--- config.mk ---
export PLATFORM = sky130hd
export DESIGN_NAME = fifo_rr_drain
export DESIGN_NICKNAME = d
export VERILOG_FILES = /design/src/rtl/fifo_rr_drain.sv
export SDC_FILE = /design/constraint.sdc
export NUM_CORES = 1
export LEC_CHECK = 0
export BUFFER_PORTS_ARGS = -buffer_cell sky130_fd_sc_hd__buf_2
export CAP_MARGIN = 30
export CORE_MARGIN = 2
export CORE_UTILIZATION = 45
export DETAILED_ROUTE_END_ITERATION = 16
export PLACE_DENSITY = 0.78
export SYNTH_ARGS = -nofsm -noshare
export SYNTH_HDL_FRONTEND = slang
export SYNTH_SLANG_ARGS = --single-unit
--- constraint.sdc ---
create_clock -name clk -period 2.15 [get_ports clk]
set_input_delay 0 -clock clk [delete_from_list [all_inputs] [get_ports clk]]
set_output_delay 0 -clock clk [all_outputs]
set_load 0.02 [all_outputs]
--- src/rtl/fifo_rr_drain.sv ---
// fifo_rr_drain: merges a bank of fall-through FIFOs into one registered
// valid/ready stream, round-robin with bounded per-source bursts.
module fifo_rr_drain #(
    parameter int DWIDTH      = 16,
    parameter int N_FIFO      = 4,
    parameter int IDX_WIDTH   = 2,
    parameter int BURST_LEN   = 4,
    parameter int BURST_WIDTH = 3
) (
    input  logic                     clk,
    input  logic                     reset,
    input  logic [N_FIFO*DWIDTH-1:0] fifo_dout,
    input  logic [N_FIFO-1:0]        fifo_empty,
    output logic [N_FIFO-1:0]        fifo_rd_en,
    output logic [DWIDTH-1:0]        out_data,
    output logic [IDX_WIDTH-1:0]     out_src,
    output logic                     out_valid,
    input  logic                     out_ready
);
    logic [DWIDTH-1:0]      out_data_q, out_data_d;
    logic [IDX_WIDTH-1:0]   out_src_q, out_src_d;
    logic                   out_valid_q, out_valid_d;
    logic [IDX_WIDTH-1:0]   last_grant_q, last_grant_d;
    logic [BURST_WIDTH-1:0] burst_cnt_q, burst_cnt_d;
    logic                   load_en, stick, hi_found, lo_found, grant_vld;
    logic [IDX_WIDTH-1:0]   hi_idx, lo_idx, grant;
    logic [DWIDTH-1:0]      grant_data;

    assign load_en = !out_valid_q || out_ready;
    assign stick   = (burst_cnt_q != '0) && (burst_cnt_q < BURST_WIDTH'(BURST_LEN))
                     && !fifo_empty[last_grant_q];

    // Indices above last_grant win first; the wrapped set (including last_grant) is the fallback.
    always_comb begin
        hi_found = 1'b0;
        hi_idx   = '0;
        lo_found = 1'b0;
        lo_idx   = '0;
        for (int i = N_FIFO - 1; i >= 0; i--) begin
            if (!fifo_empty[i] && i > int'(last_grant_q)) begin
                hi_found = 1'b1;
                hi_idx   = IDX_WIDTH'(i);
            end
            if (!fifo_empty[i] && i <= int'(last_grant_q)) begin
                lo_found = 1'b1;
                lo_idx   = IDX_WIDTH'(i);
            end
        end
    end

    always_comb begin
        grant      = stick ? last_grant_q : (hi_found ? hi_idx : lo_idx);
        grant_vld  = load_en && !reset && (stick || hi_found || lo_found);
        grant_data = '0;
        fifo_rd_en = '0;
        for (int i = 0; i < N_FIFO; i++) begin
            if (grant == IDX_WIDTH'(i)) begin
                grant_data    = fifo_dout[i*DWIDTH +: DWIDTH];
                fifo_rd_en[i] = grant_vld;
            end
        end
    end

    always_comb begin
        out_data_d   = out_data_q;
        out_src_d    = out_src_q;
        out_valid_d  = out_valid_q;
        last_grant_d = last_grant_q;
        burst_cnt_d  = burst_cnt_q;
        if (grant_vld) begin
            out_data_d   = grant_data;
            out_src_d    = grant;
            out_valid_d  = 1'b1;
            last_grant_d = grant;
            burst_cnt_d  = stick ? burst_cnt_q + 1'b1 : BURST_WIDTH'(1);
        end else if (load_en) begin
            out_valid_d = 1'b0;
            burst_cnt_d = '0;
        end
    end

    always_ff @(posedge clk or posedge reset) begin
        if (reset) begin
            out_data_q   <= '0;
            out_src_q    <= '0;
            out_valid_q  <= 1'b0;
            last_grant_q <= IDX_WIDTH'(N_FIFO - 1);
            burst_cnt_q  <= '0;
        end else begin
            out_data_q   <= out_data_d;
            out_src_q    <= out_src_d;
            out_valid_q  <= out_valid_d;
            last_grant_q <= last_grant_d;
            burst_cnt_q  <= burst_cnt_d;
        end
    end

    assign out_data  = out_data_q;
    assign out_src   = out_src_q;
    assign out_valid = out_valid_q;
endmodule

==> Word level (Yosys, flattened, before mapping) <==
Index checks and enable logic that the tools add are counted.
{ "classes": {"addsub": 1, "order_cmp": 8, "eq_ne": 3, "muxes": 31, "n_reduce_logical": 22} }
{ "ops": {"columns": ["cell", "n"], "rows": [
  ["two-way mux 16 bit", 4],
  ["two-way mux 2 bit", 9],
  ["two-way mux 1 bit", 14],
  ["logical AND 1 bit", 10],
  ["two-way mux 3 bit", 3],
  ["zero test 1 bit", 6],
  ["== test 2 bit, second input constant", 2],
  ["> comparator 2 bit, first input constant", 2],
  ["<= comparator 2 bit, first input constant", 2],
  ["adder 3 x 1 -> 3 bit, second input constant", 1],
  ["logical OR 1 bit", 3],
  ["< comparator 2 x 3 -> 1 bit, second input constant", 1],
  ["< comparator 3 bit, second input constant", 1],
  ["nonzero test 3 bit", 1],
  ["binary-select mux 1 bit (select 2 bit)", 1],
  ["== test 2 x 1 -> 1 bit, second input constant", 1],
  ["> comparator 1 x 2 -> 1 bit, first input constant", 1],
  ["<= comparator 1 x 2 -> 1 bit, first input constant", 1],
  ["zero test 2 bit", 1],
  ["nonzero test 2 bit", 1]
]} }
{ "totals": {"register_bits": 24, "in_bits": 71, "out_inout_bits": 23, "elab_cells": 70} }

==> Logic depth before layout (Yosys ltp) <==
Gate-level depths: netlist of the first run.
{ "depth": {"word_depth": 13, "mapped_depth": 10, "mapped_depth_nobuf": 8} }

==> Least setup slack after synthesis of the first run <==
No wires, ideal clock.
{ "synth_path": {"path_kind": "flip-flop to flip-flop", "start": "register last_grant_q[0]", "end": "register out_data_q[0], in the netlist out_data[0]", "setup_time_ps": 130, "t_arrival_ps": 1794, "path_slack_ps": 226, "path_stages_with_launch": 10, "n_path_buf": 3, "path_cell_list": "dfstp_2 > buf_6 > mux2i_4 > a22oi_2 > a21boi_2 > buf_6 > buf_12 > mux2i_1 > mux2_2 > o21ai_2"} }
{ "synth_via": {"elab_chain_cells": 13, "elab_cells_between_ends": 43} }
{ "synth_rtl": {"columns": ["element", "line", "rtl"], "rows": [
  ["from (decl)", "23", "logic [IDX_WIDTH-1:0] last_grant_q, last_grant_d;"],
  ["from (signal assigned)", "87", "last_grant_q <= IDX_WIDTH'(N_FIFO - 1);"],
  ["from (signal assigned)", "93", "last_grant_q <= last_grant_d;"],
  ["<= comparator 2 bit", "44", "if (!fifo_empty[i] && i <= int'(last_grant_q)) begin"],
  ["logical AND 1 bit", "44", null],
  ["two-way mux 2 bit (4 in a row)", "44", null],
  ["two-way mux 2 bit (2 in a row)", "52", "grant = stick ? last_grant_q : (hi_found ? hi_idx : lo_idx);"],
  ["zero test 2 bit", "57", "if (grant == IDX_WIDTH'(i)) begin"],
  ["two-way mux 16 bit (4 in a row)", "57", null],
  ["to (signal assigned)", "90", "out_data_q <= out_data_d;"],
  ["to (decl)", "20", "logic [DWIDTH-1:0] out_data_q, out_data_d;"]
]} }
Several ways; a longest one is shown, not always the timed one. The select of a mux whose other input is x is not followed.
A chain may end at the register's enable or synchronous reset.

==> Worst setup path after layout of the first run <==
{ "layout_path": {"start": "register burst_cnt_q[0]", "end": "register out_data_q[12], in the netlist out_data[12]"} }
{ "layout_via": {"elab_chain_cells": 9, "elab_cells_between_ends": 16} }
{ "layout_rtl": {"columns": ["element", "line", "rtl"], "rows": [
  ["from (decl)", "24", "logic [BURST_WIDTH-1:0] burst_cnt_q, burst_cnt_d;"],
  ["from (signal assigned)", "94", "burst_cnt_q <= burst_cnt_d;"],
  ["< comparator 3 bit / nonzero test 3 bit (equally long branches)", "30", "assign stick = (burst_cnt_q != '0) && (burst_cnt_q < BURST_WIDTH'(BURST_LEN))"],
  ["logical AND 1 bit (*)", "30", null],
  ["logical AND 1 bit (*)", "31", "&& !fifo_empty[last_grant_q];"],
  ["two-way mux 2 bit", "52", null],
  ["zero test 2 bit", "57", null],
  ["two-way mux 16 bit (4 in a row)", "57", null]
]} }
Mark *: on every way between the ends. The rest lies on a longest branch, timed or not.

==> results.txt, run 1 <==
fmax - 453 MHz
first-pass GRT wire length - 6690 um
gr busiest metal - met2
Post-Route WL - 4520 um
clock share of power - 0.098
# port buffers - 93
Main synth FF type - dfrtp_1
total I/O pin count - 94
Post-Synthesis Cells - 168
initial DRC count - 56
effective utilization at floorplan - 0.474
Synth Warn # - 0
GRT Total Usage - 0.194
drt wl/cell - 14.1 um
Hold Slack - 0.0515 ns
Pint - 1.90 mW
H-tree level count - 1
Syn Area/Cell - 10.5 um2
met2 Resource Use GR - 0.345
Final #Nets - 346
pin count of the biggest net entering global routing - 25
WS Path Type - flip-flop to flip-flop
Crit Reg-Reg Startpoint - burst_cnt_q[0]$_DFFE_PP0P_
maxcap violations - 0
diodes inserted - 0
Final TNS setup - -0.373 ns
failing checks - setup timing
Worst Setup End Kind - flip-flop
Root Buffer - clkbuf_8
cts bufs inserted - 3
Die Ht - 66.5 um
Worst Clk Skew - 0.00206 ns
Switching Fraction - 0.405
CTS tree - done
GR Layer Usage met1 - 0.231
Worst Path Max Fanout - 9
final instance area - 2530 um2
Hold Path Origin - out_ready
antenna violations before repair - 0
total gr overflow - 0
Post-Syn Area - 1760 um2
Synth Net Count - 241
crit-path cells - inv_2 > ha_4 > nor3b_2 > a22oi_2 > nor2_2 > a21oi_4 > clkbuf_16 > mux2_2 > o21ai_2
CP max-delay cell - dfrtp_1
status - finished with violations
crit-path max cell delay - 0.42 ns
VDD IR max - 0.748 mV
asr flop ratio synth - 1.00
Tot Pwr - 3.20 mW
Seq/Total Area, Yosys - 0.343
CP Launch Type - flip-flop
CTS max path bufs - 2
Req. time, crit path - 2.35 ns
slew of the pin with the lowest slew margin - 0.900 ns
power per cell area - 1270 nW/um2
Area Growth Syn to Fin - 43.8%
final setup fails - 12
minimum clock period - 2.21 ns
Flop pwr share - 0.240
DIE WIDTH - 66.5 um
WHS Path Cells - 4
end of the worst register-to-register path - out_data[12]$_DFFE_PP0P_
Final period util - 1.03
Max-Slew Margin vs Limit - 0.399
DP Area - 2270 um2
drt via density - 5.21
drt drc - 0
Reg2Reg Setup Slack - -0.06 ns
Clock Sinks - 24
Net Switching - 1.30 mW
Post-synth EDFFs - 0
area of the die - 4430 um2
Site Rows - 22
Unique masters post-synth - 38
WHS Endpoint - burst_cnt_q[0]$_DFFE_PP0P_
PnR worst setup slack - -0.0589 ns
CP Data Arrival Time - 2.41 ns
DP HPWL - 3180 um
RSZ-0062 raised after global routing - true
flops & latches, synth - 24
DR pass1 iterations - 6
clk_lat worst skew - 0.27 ns
Leak - 1.33 nW
global placer's final weighted congestion - 0.842
Routed Antenna Nets - 0
layout cells sized above 1 - 0.577
Reg2Reg Depth - 9
hold crit path type - primary input to flip-flop
floorplan core area - 3720 um2
combinational power share - 0.662
Fin. Hold Viols - 0
Vias - 1,666
vias in the first global route - 1,569
clock-pin slew on the worst setup and hold paths - 0.09 ns
Max Slew Vio Count - 0
grt met3 use - 0.0507
-- layer usage --
metal / routed length, um / share of wire / vias up
li1: - / - / 810
met1: 1860 / 0.41 / 788
met2: 2350 / 0.52 / 66
met4: 19 / 0.0042 / 0
met3: 302 / 0.067 / 2
met5: 0 / 0 / -
-- cell type report --
class	count	area, um2
clock buffer	4	55.1
fill	316	1180
multi-input combinational	130	1120
sequential	24	603
timing repair buffer	111	684
inverter	3	11.3
tap	48	60.1
-- worst max path at each step --
stage | start | end | slack [ns] | cells after the start
finish | burst_cnt_q[0]$_DFFE_PP0P_ | out_data[12]$_DFFE_PP0P_ | -0.06 | 9
global route | burst_cnt_q[0]$_DFFE_PP0P_ | out_data[12]$_DFFE_PP0P_ | -0.18 | 9
CTS | last_grant_q[0]$_DFFE_PP1P_ | fifo_rd_en[3] | 0.002 | 7
detailed placement | last_grant_q[0]$_DFFE_PP1P_ | out_data[0]$_DFFE_PP0P_ | 0.009 | 7
global placement | last_grant_q[0]$_DFFE_PP1P_ | out_data[0]$_DFFE_PP0P_ | 0.05 | 7
floorplan | last_grant_q[0]$_DFFE_PP1P_ | out_data[0]$_DFFE_PP0P_ | 0.23 | 9
-- placed cells by master, fill, tap and decap left out, types with 2 or more instances in the layout --
| cell type | netlist | routed |
|---|---|---|
| buf_2 | 0 | 91 |
| mux2i_1 | 33 | 31 |
| nand2_1 | 25 | 25 |
| dfrtp_1 | 22 | 22 |
| buf_4 | 0 | 13 |
| o21ai_2 | 6 | 12 |
| mux2_2 | 16 | 9 |
| mux2_4 | 0 | 7 |
| nor2_1 | 6 | 5 |
| clkbuf_8 | 0 | 4 |
| nor2b_1 | 3 | 3 |
| o21ai_1 | 9 | 3 |
| buf_12 | 2 | 3 |
| mux2i_2 | 0 | 2 |
| a22oi_2 | 2 | 2 |
| nand2b_1 | 2 | 2 |
| or2_1 | 2 | 2 |
| a21oi_1 | 2 | 2 |
| o21ai_0 | 2 | 2 |
| a22o_1 | 2 | 2 |
| inv_1 | 3 | 2 |
| o21a_1 | 2 | 2 |
| clkbuf_16 | 0 | 2 |
| dfstp_2 | 2 | 2 |
-- stage by stage --
step	utilization	cells	setup slack [ns]
final	0.681	320	-0.0589
after global placement	0.610	305	0.0528
after CTS	0.632	312	0.00170
after floorplan	-	168	0.226
after detailed placement	0.610	305	0.00891
after global routing	0.681	320	-0.183
-- flip-flops by register name, summed over array words and instances (netlist names) --
signal / cells
last_grant_q: 2
out_data: 16
out_valid: 1
out_src: 2
burst_cnt_q: 3
-- power groups by stage --
stage,combinational [mW],clock [mW],sequential (mW)
after floorplan,1.20,0,0.941
after global routing,2.27,0.335,0.786
after CTS,1.79,0.314,0.767
after global placement,1.71,0,0.774
final,2.12,0.314,0.770
after detailed placement,1.75,0,0.777
-- worst max-delay path, delay by kind of cell (launching register included) --
family | cells | cell delay, ns
AO/OA/AOI/OAI | 3 | 0.75
adder cells (fa/ha/maj) | 1 | 0.16
buffers and inverters | 2 | 0.32
flip-flops | 1 | 0.42
multiplexers | 1 | 0.34
AND/OR/NAND/NOR | 2 | 0.14
-- synthesized netlist by cell type (2+ instances only) --
cell	instances	area (um2)
a21oi_1	2	10.0
a22o_1	2	17.5
a22oi_2	2	25.0
buf_12	2	40.0
buf_6	4	45.0
clkbuf_1	4	15.0
dfrtp_1	22	551
dfstp_2	2	52.6
ha_1	2	25.0
inv_1	3	11.3
mux2_2	16	180
mux2i_1	33	330
nand2_1	25	93.8
nand2b_1	2	12.5
nor2_1	6	22.5
nor2b_1	3	18.8
o21a_1	2	15.0
o21ai_0	2	10.0
o21ai_1	9	45.0
o21ai_2	6	52.6
or2_1	2	12.5
-- cells by family (layout without fill, tap and decap cells) --
group	count (synthesis)	count (layout)	share of synthesized area
DFF	24	24	0.343
buffers and inverters	14	118	0.0718
muxes	50	50	0.303
and+or+nand+nor	44	44	0.122
adders and majority gates	2	2	0.0142
AOI/OAI and AO/OA	34	34	0.147
-- timing repair --
item | 4_1_cts | 5_1_grt
endpoints found under the setup margin | 4 | 19
hold buffers | 1 | 0
hold endpoints to repair | 22 | 0
pin swaps | 1 | 7
setup buffers | 2 | 6
gates cloned | 0 | 2
gates resized for setup | 0 | 23
(Power assumes the default switching activity.)
==> run 2: changes to the inputs <==
--- a/config.mk
+++ b/config.mk
@@ -10,6 +10,7 @@
 export CORE_MARGIN = 2
 export CORE_UTILIZATION = 45
 export DETAILED_ROUTE_END_ITERATION = 16
+export GPL_TIMING_DRIVEN = 0
 export PLACE_DENSITY = 0.78
 export SYNTH_ARGS = -nofsm -noshare
 export SYNTH_HDL_FRONTEND = slang
==> constraint.sdc (replaced) <==
create_clock -name clk -period 2.4 [get_ports clk]
set_input_delay 0 -clock clk [delete_from_list [all_inputs] [get_ports clk]]
set_output_delay 0 -clock clk [all_outputs]
set_load 0.02 [all_outputs]
==> run 2 against run 1 <==
The run now ends clean. Sequential share of layout area rose by 1.8 points. Sequential cell count did not move. Non-clock buffer count fell by 6. Critical path type is now flip-flop to output pin. Highest routed layer unchanged. Combinational power fell by 23%. Largest cell class unchanged. Utilization fell by 4.8 points. Hold slack got worse by 0.017 ns. Setup slack improved by 0.27 ns. Critical path depth did not move. Register-to-register slack improved by 0.32 ns. Design area fell by 7.1%. Sequential power fell by 14%.
==> results.txt, run 2 (same netlist as run 1, synthesis figures left out) <==
Inst Count DP - 309 (+1.3%)
Register Area - 603 um2 (unchanged)
CP Launch Type - flip-flop
effective utilization at floorplan - 0.474 (unchanged)
Root Buffer - clkbuf_8
Reg2Reg Depth - 9 (unchanged)
slew of the pin with the lowest slew margin - 0.910 ns (+0.00916 ns)
CP Data Arrival Time - 2.19 ns (-0.22 ns)
Max-Slew Margin vs Limit - 0.393 (-0.00611)
Critical Path End - fifo_rd_en[0]
RSZ-0062 raised after global routing - false
Area Growth Syn to Fin - 33.5%
Final period util - 0.911
area of the die - 4430 um2 (unchanged)
vias in the first global route - 1,597 (+1.8%)
Final #Nets - 340 (-1.7%)
CTS max path bufs - 2 (unchanged)
WS Path Type - flip-flop to output pin
floorplan core area - 3720 um2 (unchanged)
DP HPWL - 3300 um (+3.7%)
Routed Antenna Nets - 0 (unchanged)
crit-path cells - buf_6 > mux2i_4 > a22oi_2 > a21boi_2 > buf_6 > buf_8 > nand2_1 > nor2_1 > buf_2
Site Rows - 22 (unchanged)
CP max-delay cell - dfstp_2
power per cell area - 1090 nW/um2 (-14%)
Leak - 1.22 nW (-7.8%)
DIE WIDTH - 66.5 um (unchanged)
Worst Clk Skew - 0.00524 ns (+0.00318 ns)
Die Ht - 66.5 um (unchanged)
multi-input combinational cell area - 1030 um2 (-7.7%)
Vias - 1,573 (-5.6%)
Reg2Reg Setup Slack - 0.26 ns (+0.32 ns)
crit-path max cell delay - 0.53 ns (+0.11 ns)
Final Non-Filler Cells - 314 (-1.9%)
Max Slew Vio Count - 0 (unchanged)
PnR worst setup slack - 0.214 ns (+0.273 ns)
end of the worst register-to-register path - out_data[5]$_DFFE_PP0P_
commonest non-fill, non-tap cell in the layout - buf_2
CTS tree - done
hold crit path type - primary input to flip-flop
VDD IR max - 0.561 mV (-25%)
pin count of the biggest net entering global routing - 25 (unchanged)
DR pass1 iterations - 4 (-2)
fmax - 458 MHz
Worst Setup End Kind - output pin
commonest non-fill, non-tap cells in the layout - buf_2, mux2i_1, nand2_1, dfrtp_1, mux2_2
# port buffers - 93 (unchanged)
pre-CTS WS - 0.259 ns (+0.250 ns)
maxcap violations - 0 (unchanged)
drt via density - 5.01 (-3.8%)
Final Util - 0.633 (-0.0485)
Req. time, crit path - 2.40 ns (+0.05 ns)
Tot Pwr - 2.57 mW (-20%)
number of flip-flops in the largest register - 16 (unchanged)
Worst Path Max Fanout - 10 (+1)
minimum clock period - 2.19 ns
clock-pin slew on the worst setup and hold paths - 0.09 ns (about the same)
final setup fails - 0 (-12)
CP startpoint - last_grant_q[0]$_DFFE_PP1P_
total gr overflow - 0 (unchanged)
drt drc - 0 (unchanged)
initial DRC count - 66 (+18%)
GRT Total Usage - 0.209 (+0.0149)
Clock Sinks - 24 (unchanged)
total I/O pin count - 94 (unchanged)
Post-Route WL - 4130 um (-8.6%)
clk_lat worst skew - 0.26 ns (about the same)
Final TNS setup - 0 ns (+0.373 ns)
# fillers - 343 (+8.5%)
antenna violations before repair - 0 (unchanged)
diodes inserted - 0 (unchanged)
Fin. Hold Viols - 0 (unchanged)
Crit Reg-Reg Startpoint - burst_cnt_q[0]$_DFFE_PP0P_
H-tree level count - 1 (unchanged)
first-pass GRT wire length - 7100 um (+6.2%)
status - complete, no violations
global placer's final weighted congestion - 0.817 (-3.0%)
drt wl/cell - 13.2 um (-6.9%)
CP dominant cell by count - buf_6
cts bufs inserted - 3 (unchanged)
layout cells sized above 1 - 0.511 (-0.0659)
post-CTS sizing - 0 (unchanged)
run 2: cell count changes in the layout (fill, tap and decap cells not counted), moves of 2 or more:
cell / delta
buf_2: +2
buf_4: -13
buf_6: +3
clkbuf_1: +4
clkbuf_16: -2
mux2_2: +7
mux2_4: -7
mux2i_1: +2
mux2i_2: -2
o21ai_1: +6
o21ai_2: -6
run 2: what timing repair did:
action                                  in CTS  in global routing
hold endpoints to repair                    22                  0
buffers inserted                             0                  0
endpoints found under the setup margin       0                  0
hold buffers                                 1                  0
run 2: per-layer routing:
| metal | global-route usage | vias to the layer above | share of wire |
|---|---|---|---|
| met5 | 0 | - | 0 |
| met4 | 0.0536 | 0 | 0.0046 |
| met3 | 0.0574 | 2 | 0.078 |
| met2 | 0.351 | 56 | 0.49 |
| met1 | 0.265 | 721 | 0.43 |
| li1 | - | 794 | - |
run 2: worst max-delay path, delay by kind of cell (launching register included):
kind                   cells  cell delay, ns
AOI/OAI and AO/OA          2            0.27
buffers and inverters      4            0.64
DFF                        1            0.53
muxes                      1            0.26
and+or+nand+nor            2            0.22
run 2: worst min-delay path by stage:
stage	from	to	slack, ns	cells past startpoint
after floorplan	reset	burst_cnt_q[0]$_DFFE_PP0P_	0.01	1
after global placement	reset	out_valid$_DFFE_PP0P_	0.25	2
after detailed placement	reset	burst_cnt_q[1]$_DFFE_PP0P_	0.27	2
after CTS	out_ready	burst_cnt_q[0]$_DFFE_PP0P_	0.04	4
after global routing	out_ready	burst_cnt_q[0]$_DFFE_PP0P_	0.08	4
final	out_ready	burst_cnt_q[0]$_DFFE_PP0P_	0.03	4
run 2: where the power goes:
group	switching, mW	internal (mW)
combinational	0.835	0.795
sequential	0.0941	0.572
clock	0.127	0.146
run 2: layout make-up:
cell class,instances,area share
plain buffers,11,0.0490
clock buffers,4,0.0234
inverters,3,0.00479
multi-input cells,130,0.439
flip-flops and latches,24,0.257
well taps,48,0.0255
repair buffers,94,0.202
run 2: through the flow:
step | hold WS, ns | instance area [um2]
2_1_floorplan | 0.0131 | 1760
3_3_place_gp | 0.250 | 2290
3_5_place_dp | 0.267 | 2290
4_1_cts | 0.0366 | 2350
5_1_grt | 0.0840 | 2350
6_report | 0.0350 | 2350
==> run 3: changes to the inputs <==
--- a/config.mk
+++ b/config.mk
@@ -5,10 +5,13 @@
 export SDC_FILE = /design/constraint.sdc
 export NUM_CORES = 1
 export LEC_CHECK = 0
+export ABC_AREA = 1
 export BUFFER_PORTS_ARGS = -buffer_cell sky130_fd_sc_hd__buf_2
 export CAP_MARGIN = 30
+export CELL_PAD_IN_SITES_DETAIL_PLACEMENT = 0
+export CELL_PAD_IN_SITES_GLOBAL_PLACEMENT = 1
 export CORE_MARGIN = 2
-export CORE_UTILIZATION = 45
+export CORE_UTILIZATION = 30
 export DETAILED_ROUTE_END_ITERATION = 16
 export GPL_TIMING_DRIVEN = 0
 export PLACE_DENSITY = 0.78
==> run 3 against run 2 <==
Non-clock buffer count up 4. Critical endpoint is now fifo_rd_en[3]. Highest routed layer unchanged. Largest power group unchanged. Fmax up 1.9%. Register-to-register slack better by 0.12 ns. Sequential cell count unchanged. Hold slack about the same.
==> results.txt, run 3 <==
total gr overflow - 0 (unchanged)
DP Area - 2420 um2 (+5.7%)
power per cell area - 1250 nW/um2 (+14%)
Final TNS setup - 0 ns (unchanged)
Vias - 2,112 (+34%)
floorplan core area - 5920 um2 (+59%)
final setup fails - 0 (unchanged)
post-synthesis compound-gate area fraction - 0.0656 (-0.0815)
flops & latches, synth - 24 (unchanged)
final instance area - 2470 um2 (+5.2%)
drt drc - 0 (unchanged)
cts bufs inserted - 3 (unchanged)
Final Non-Filler Cells - 451 (+44%)
DP HPWL - 4590 um (+39%)
antenna violations before repair - 0 (unchanged)
Inst Count DP - 448 (+45%)
vias in the first global route - 1,984 (+24%)
Max Slew Vio Count - 0 (unchanged)
Seq/Total Area, Yosys - 0.329 (-0.0131)
CP Data Arrival Time - 2.14 ns (-0.05 ns)
Synth area leader - dfrtp_1
combinational family with the most area after synthesis - simple AND/OR/NAND/NOR gates
CTS tree - done
Worst Clk Skew - 0.00451 ns (-0.000725 ns)
Site Rows - 28 (+27%)
area of the die - 6740 um2 (+52%)
drt via density - 4.68 (-6.5%)
Fin. Hold Viols - 0 (unchanged)
fmax - 466 MHz (+1.9%)
# port buffers - 93 (unchanged)
Final period util - 0.893 (-0.0174)
number of flip-flops in the largest register - 16 (unchanged)
xor and xnor fraction of the mapped netlist area - 0 (unchanged)
Hold Slack - 0.0348 ns (-0.000147 ns)
Clock Sinks - 24 (unchanged)
clk_lat worst skew - 0.27 ns (about the same)
asr flop ratio synth - 1.00 (unchanged)
CTS max path bufs - 2 (unchanged)
WS Path Type - flip-flop to output pin
first-pass GRT wire length - 9580 um (+35%)
WP depth - 9 (unchanged)
DR pass1 iterations - 4 (unchanged)
RSZ-0062 raised after global routing - false
status - complete, no violations
Leak - 1.45 nW (+19%)
WP buf/inv - 3 (-1)
Post-Syn Area - 1830 um2 (+4.0%)
commonest non-fill, non-tap cell in the layout - buf_2
pin count of the biggest net entering global routing - 23 (-8.0%)
total I/O pin count - 94 (unchanged)
Post-synth EDFFs - 0 (unchanged)
VDD IR max - 0.508 mV (-9.3%)
Unique masters post-synth - 23 (-39%)
Post-Synthesis Cells - 279 (+66%)
DIE WIDTH - 82.1 um (+23%)
Max-Slew Margin vs Limit - 0.652 (+0.259)
maxcap violations - 0 (unchanged)
drt wl/cell - 13.3 um (+1.1%)
top cells by area, synth - dfrtp_1, nand2_1, nand3_1
Worst path top cell family by delay - simple AND/OR/NAND/NOR gates
Post-Route WL - 6000 um (+45%)
CP max-delay cell - dfstp_2
adder-cell area share of the yosys netlist - 0.0137 (-0.000544)
Synth Warn # - 0 (unchanged)
count leader, synth - nand2_1
Syn Area/Cell - 6.56 um2 (-37%)
Worst Setup End Kind - output pin
Area Growth Syn to Fin - 35.1%
mux share of post-synthesis cell area - 0 (-0.303)
CP Launch Type - flip-flop
hold crit path type - primary input to flip-flop
crit-path cells - nand2_1 > nand3_2 > nand3_2 > inv_2 > nand2_1 > nand2_2 > buf_2 > nor2_1 > buf_2
Synth Net Count - 352 (+46%)
layout cells sized above 1 - 0.322 (-0.189)
Main synth FF type - dfrtp_1
top cell type's share of synthesized area - 0.301 (-0.0120)
H-tree level count - 1 (unchanged)
minimum clock period - 2.14 ns (-0.0418 ns)
Worst Path Max Fanout - 10 (unchanged)
global placer's final weighted congestion - 0.805 (-1.4%)
slew of the pin with the lowest slew margin - 0.523 ns (-0.387 ns)
effective utilization at floorplan - 0.309 (-0.165)
WHS Path Cells - 5 (+1)
Final #Nets - 450 (+32%)
Tot Pwr - 3.09 mW (+20%)
diodes inserted - 0 (unchanged)
GRT Total Usage - 0.187 (-0.0221)
Reg2Reg Depth - 12 (+3)
initial DRC count - 93 (+41%)
commonest non-fill, non-tap cells in the layout - buf_2, nand2_1, nand3_1, inv_1, dfrtp_1
Synth top cells by count - nand2_1, nand3_1, inv_1, dfrtp_1, nand3b_1
clock-pin slew on the worst setup and hold paths - 0.09 ns (about the same)
Root Buffer - clkbuf_8
fraction of the mapped netlist area in simple logic gates - 0.460 (+0.338)
Req. time, crit path - 2.40 ns (about the same)
crit-path max cell delay - 0.62 ns (+0.09 ns)
Routed Antenna Nets - 0 (unchanged)
Die Ht - 82.1 um (+23%)
==> run 3: stage by stage <==
stage	util	worst slack [ns]
2_1_floorplan	-	0.677
3_3_place_gp	0.404	0.190
3_5_place_dp	0.408	0.448
4_1_cts	0.419	0.129
5_1_grt	0.418	0.0178
6_report	0.418	0.256
==> run 3: logic make-up (layout without fill, tap and decap cells) <==
group | Yosys count | after routing
buffers and inverters | 49 | 146
adders and majority gates | 2 | 2
AOI/OAI and AO/OA | 23 | 23
DFF | 24 | 24
and+or+nand+nor | 181 | 181
==> run 3: layer usage <==
layer  GRT usage  vias up  routed length [um]
met2       0.300       76                2580
met4      0.0300        0                  35
met3      0.0380        5                 477
li1            -     1091                   -
met5           0        -                   0
met1       0.265      940                2910
==> run 3: final timing paths <==
path                                                to                         from  slack, ns
max in group asynchronous  last_grant_q[1]$_DFFE_PP1P_                        reset       1.75
min                            out_data[1]$_DFFE_PP0P_                fifo_dout[33]       0.03
max                                      fifo_rd_en[3]  last_grant_q[0]$_DFFE_PP1P_       0.26
min in group asynchronous      out_data[2]$_DFFE_PP0P_                        reset       0.17
min reg2reg                    out_data[5]$_DFFE_PP0P_      out_data[5]$_DFFE_PP0P_       0.48
max reg2reg                   out_data[11]$_DFFE_PP0P_  last_grant_q[0]$_DFFE_PP1P_       0.38
==> run 3: final cells by class <==
class | instances | area, um2
repair buffers | 95 | 503
plain buffers | 14 | 108
well taps | 75 | 93.8
inverters | 33 | 124
fillers | 663 | 3450
flip-flops and latches | 24 | 603
clock buffers | 4 | 55.1
multi-input cells | 206 | 987
==> run 3: tightest hold or removal path: stages <==
cell     delay [ns]
buf_2          0.08
o21ai_1        0.06
nand3_1        0.06
nand2_1        0.04
nand2_1        0.04
==> run 3: report_power, final <==
group | leakage, nW | total (mW) | switching [mW] | internal, mW
clock | 0.0288 | 0.289 | 0.143 | 0.147
sequential | 0.297 | 0.704 | 0.121 | 0.584
combinational | 1.13 | 2.09 | 1.36 | 0.736
==> run 3: what timing repair did <==
action | CTS | global route
hold buffers | 1 | 0
buffers inserted | 0 | 0
hold endpoints to repair | 22 | 0
gates resized for setup | 0 | 0
setup endpoints to repair | 0 | 3
